--- src/rtl/clock_div_prog.sv ---
// Runtime-programmable integer clock divider with a one-cycle tick strobe.
// A newly loaded divisor waits for the current period to finish before it takes effect.
module clock_div_prog #(
   parameter int p_width       = 8,
   parameter int p_default_div = 4
) (
   input  logic               clk,
   input  logic               rst,
   input  logic               en,
   input  logic [p_width-1:0] div_val,
   input  logic               div_load,
   output logic               clk_out,
   output logic               tick,
   output logic [p_width-1:0] div_cur,
   output logic               div_pending
);

   logic [p_width-1:0] count_q, count_d;
   logic [p_width-1:0] div_cur_q, div_cur_d;
   logic [p_width-1:0] pend_val_q, pend_val_d;
   logic               div_pending_q, div_pending_d;
   logic               clk_out_q, clk_out_d;
   logic [p_width-1:0] eff_val;
   logic [p_width-1:0] new_div;
   logic               wrap;
   logic               apply;
   logic [p_width:0]   half_d;

   always_comb begin
      eff_val       = (div_val == '0) ? p_width'(1) : div_val;
      wrap          = en && (count_q == div_cur_q - p_width'(1));
      // A paused divider has no period in progress, so a new divisor can land at once.
      apply         = (!en || wrap) && (div_load || div_pending_q);
      new_div       = div_load ? eff_val : pend_val_q;
      count_d       = count_q;
      div_cur_d     = div_cur_q;
      pend_val_d    = pend_val_q;
      div_pending_d = div_pending_q;
      if (apply) begin
         div_cur_d     = new_div;
         pend_val_d    = new_div;
         count_d       = '0;
         div_pending_d = 1'b0;
      end else begin
         if (div_load) begin
            pend_val_d    = eff_val;
            div_pending_d = 1'b1;
         end
         if (en) begin
            count_d = wrap ? '0 : count_q + p_width'(1);
         end
      end
      // One extra bit keeps ceil(N/2) exact for N = 2^p_width-1.
      half_d    = ({1'b0, div_cur_d} + (p_width+1)'(1)) >> 1;
      clk_out_d = ({1'b0, count_d} < half_d);
   end

   always_ff @(posedge clk) begin
      if (rst) begin
         count_q       <= '0;
         div_cur_q     <= p_width'(p_default_div);
         pend_val_q    <= '0;
         div_pending_q <= 1'b0;
         clk_out_q     <= 1'b1;
      end else begin
         count_q       <= count_d;
         div_cur_q     <= div_cur_d;
         pend_val_q    <= pend_val_d;
         div_pending_q <= div_pending_d;
         clk_out_q     <= clk_out_d;
      end
   end

   assign tick        = wrap;
   assign clk_out     = clk_out_q;
   assign div_cur     = div_cur_q;
   assign div_pending = div_pending_q;

endmodule
--- config.mk ---
export PLATFORM = sky130hd
export DESIGN_NAME = clock_div_prog
export DESIGN_NICKNAME = d
export VERILOG_FILES = /design/src/rtl/clock_div_prog.sv
export SDC_FILE = /design/constraint.sdc
export NUM_CORES = 1
export LEC_CHECK = 0
export CORE_MARGIN = 2
export CORE_UTILIZATION = 35
export DETAILED_ROUTE_END_ITERATION = 10
export GPL_ROUTABILITY_DRIVEN = 0
export PLACE_DENSITY_LB_ADDON = 0.25
export SLEW_MARGIN = 40
export SYNTH_ARGS = -nofsm -noshare
export SYNTH_HDL_FRONTEND = slang
export SYNTH_SLANG_ARGS = --single-unit
export TNS_END_PERCENT = 1
--- constraint.sdc ---
create_clock -name clk -period 5.01 [get_ports clk]
set_input_delay 1.002 -clock clk [delete_from_list [all_inputs] [get_ports clk]]
set_output_delay 1.002 -clock clk [all_outputs]
set_load 0.05 [all_outputs]
==> impl_results.md <==
* Hold_ws at 0.613 ns
* Top_reg_cell synth: dfxtp_1
* Worst EP arrival at 4.66 ns
* Required @ worst endpoint at 5.24 ns
* Post CTS Setup Buffer Count at 0
* DR WL/cell at 15.3 um
* Clock Pin Slew Worst Setup and Hold Paths at approximately 0.10 ns
* CTS sink count at 26
* CTS buffer count at 3
* Hold WC Path Type: flip-flop to flip-flop
* Critical-path cell list: inv_1 > ha_1 > or3_2 > a311oi_4 > a41o_2 > nand2_2 > a21oi_1 > ha_1 > nand3_1 > xnor2_1 > mux2i_1 > ha_1 > a21oi_1 > nor2b_1 > o21ai_0 > nand2b_1 > a21oi_1 > a41o_1
* Clock Path Buffers at 2
* Post-Synthesis Cells at 233
* Top-area cell type share of the netlist area at 26.2%
* EDFF count, synth at 0
* Critical Path End Type: flip-flop
* Router iterations before antenna repair at 4
* Worst-skew pair later-pin latency at 0.28 ns
* Cell area power density at 255 mW/mm^2
* Vias in the first global route at between 1,500 and 2,000
* First-pass GRT wire length at 7880 um
* Syn avg cell area at around 8.5 um^2
* Area Growth Syn to Fin at 13.4%
* MaxCap Viol Count at 0
* Final setup viols at 0
* Post-route clock period utilization at a little under 90%
* PortBufs at 22
* Power, Total at ~0.57 mW
* Asr flop ratio synth at 0%
* CP max stage delay at just over 0.5 ns
* Ant diodes at 0
* H-tree levels at 1
* Largest net degree at the start of global routing at 23
* Yosys reg bits at 26
* Via count at 1,726
* Maximum clock frequency at 0.226 GHz
* Sequential share of the synthesized area at 26.2%
* Drt initial violations at ~80
* Core Area at between 0.005 and 0.006 mm^2
* Cts hold-fix bufs at 0
* Max FO, Critical Path at 14
* Most common cell after layout, fill and taps aside: dfxtp_1
* Starting Density at 36.2%
* GRT overflow at 0
* Worst slew pin tran at 0.511 ns
* Cell row count at 27
* Post-Syn Nets at 255
* Finished Layout Cells at 317
* Yosys top cell by area: dfxtp_1
* CTS tree: built
* Share of layout cells above drive strength 1 at around a tenth
* Max-Slew Margin vs Limit at 65.8%
* Post-cts resize count at 0
* Placed cells at 313
* Leakage power at between 0.8 and 0.9 nW
* Initial antenna violation count at 0
* Die height at 79.3 um
* Number of remaining DRC errors at 0
* Area after DPL at 0.00218 mm^2
* Design Area, Final at 0.00225 mm^2
* FF-to-FF setup slack at 0.58 ns
* Synthesized cell area at 0.00198 mm^2
* Dpl hpwl at 3720 um
* Final Max Slew Viols at 0
* Layout Nets at 268
* Status: finished clean
* Fill count at 568
* Vias per cell at 5.44
* Die area at around 0.0063 mm^2
* Synth area leaders: dfxtp_1 26%, xnor2_1 6.6%, ha_1 6.3%, nor3_1 4.3%, mux2i_1 4.0%
* Leading cell types in the layout, fill and taps excluded: 26 x dfxtp_1, 21 x nor2_1, 21 x clkdlybuf4s50_1
* Synth unique cells at between 50 and 60
* CP startpoint kind: flip-flop
* RSZ-0062 raised after global routing: false
* Final ANT Viol Nets at 0
* Setup TNS at 0 ns
* Final Critical Period at 4.43 ns
* Skew final at 0.00551 ns
* Routed WL at 4840 um
* Final hold vios at 0
* Yosys warns at 0
* Clock root cell: clkbuf_8
* CP Class: flip-flop to flip-flop
* Max VDD drop at 0.000123 V
* # IOs at 23
* Slowest stage cell, crit path: or3_2
* Die width at slightly below 80 um
* Total GRT Usage at 16.0%
==> worst max-delay path, delay by kind of cell (launching register included) <==
family | cells | cell delay [ns]
buffers and inverters | 1 | 0.12
multiplexers | 1 | 0.23
adder cells (fa/ha/maj) | 3 | 0.86
AO/OA/AOI/OAI | 7 | 1.59
AND/OR/NAND/NOR | 5 | 0.99
flip-flops | 1 | 0.43
XOR/XNOR | 1 | 0.17
==> final timing paths <==
path | startpoint | cells after the start | to
worst max register to register | div_cur[1]$_SDFF_PP0_ | 18 | clk_out$_SDFF_PP1_
worst min register to register | pend_val_q[7]$_SDFF_PP0_ | 2 | pend_val_q[7]$_SDFF_PP0_
worst max-delay path | div_cur[1]$_SDFF_PP0_ | 18 | clk_out$_SDFF_PP1_
worst min-delay path | pend_val_q[7]$_SDFF_PP0_ | 2 | pend_val_q[7]$_SDFF_PP0_
==> routing by layer <==
layer	share of wire, %	routed length, um	global-route usage [%]	vias up
li1	-	-	-	876
met1	48	2340	20.6	802
met2	46	2230	26.4	39
met3	3.2	156	2.50	9
met4	2.3	112	6.72	0
met5	0	0	0	-
==> logic make-up after synthesis <==
group,synth area share [%]
simple gates,27.8
compound gates,16.7
flops,26.2
buf+inv,8.20
xor+xnor,10.2
fa+ha+maj,6.31
mux,4.61
==> synthesized netlist by cell type, drive strengths merged, types with 2 or more instances <==
master,instances
and2b,2
mux2i,8
a32oi,2
a31o,2
a21oi,15
and3,3
o21ai,5
or3,2
nor2,21
nand2,8
or4,3
ha,10
nand3,12
o211ai,2
nor2b,8
dfxtp,26
a211oi,2
nor4,3
nor3,17
a311oi,5
and2,4
xor2,8
xnor2,15
inv,6
a41o,2
buf,7
nand4,7
clkbuf,11
==> state kept, by name, summed over array words and instances, names as in the netlist <==
signal       cells
pend_val_q       8
div_pending      1
count_q          8
div_cur          8
clk_out          1
==> layout make-up <==
type	count	area [um^2]	share of cell area, %
inverters	6	22.5	1.00
clock buffers	3	41.3	1.84
flip-flops and latches	26	520	23.1
clock inverters	1	30.0	1.33
well taps	72	90.1	4.00
multi-input cells	183	1300	57.8
repair buffers	26	245	10.9
==> report_power, final <==
| group | switching [mW] | internal, mW |
|---|---|---|
| clock network | 0.0755 | 0.107 |
| registers | 0.0170 | 0.218 |
| logic | 0.0914 | 0.0640 |
| total | 0.184 | 0.389 |
==> metrics by stage <==
step           setup WS [ns]  util [%]
2_1_floorplan          0.767         -
3_3_place_gp           0.733      39.9
3_5_place_dp           0.661      39.9
4_1_cts                0.619      41.2
5_1_grt                0.269      41.1
6_report               0.577      41.1
(Power assumes the default switching activity.)
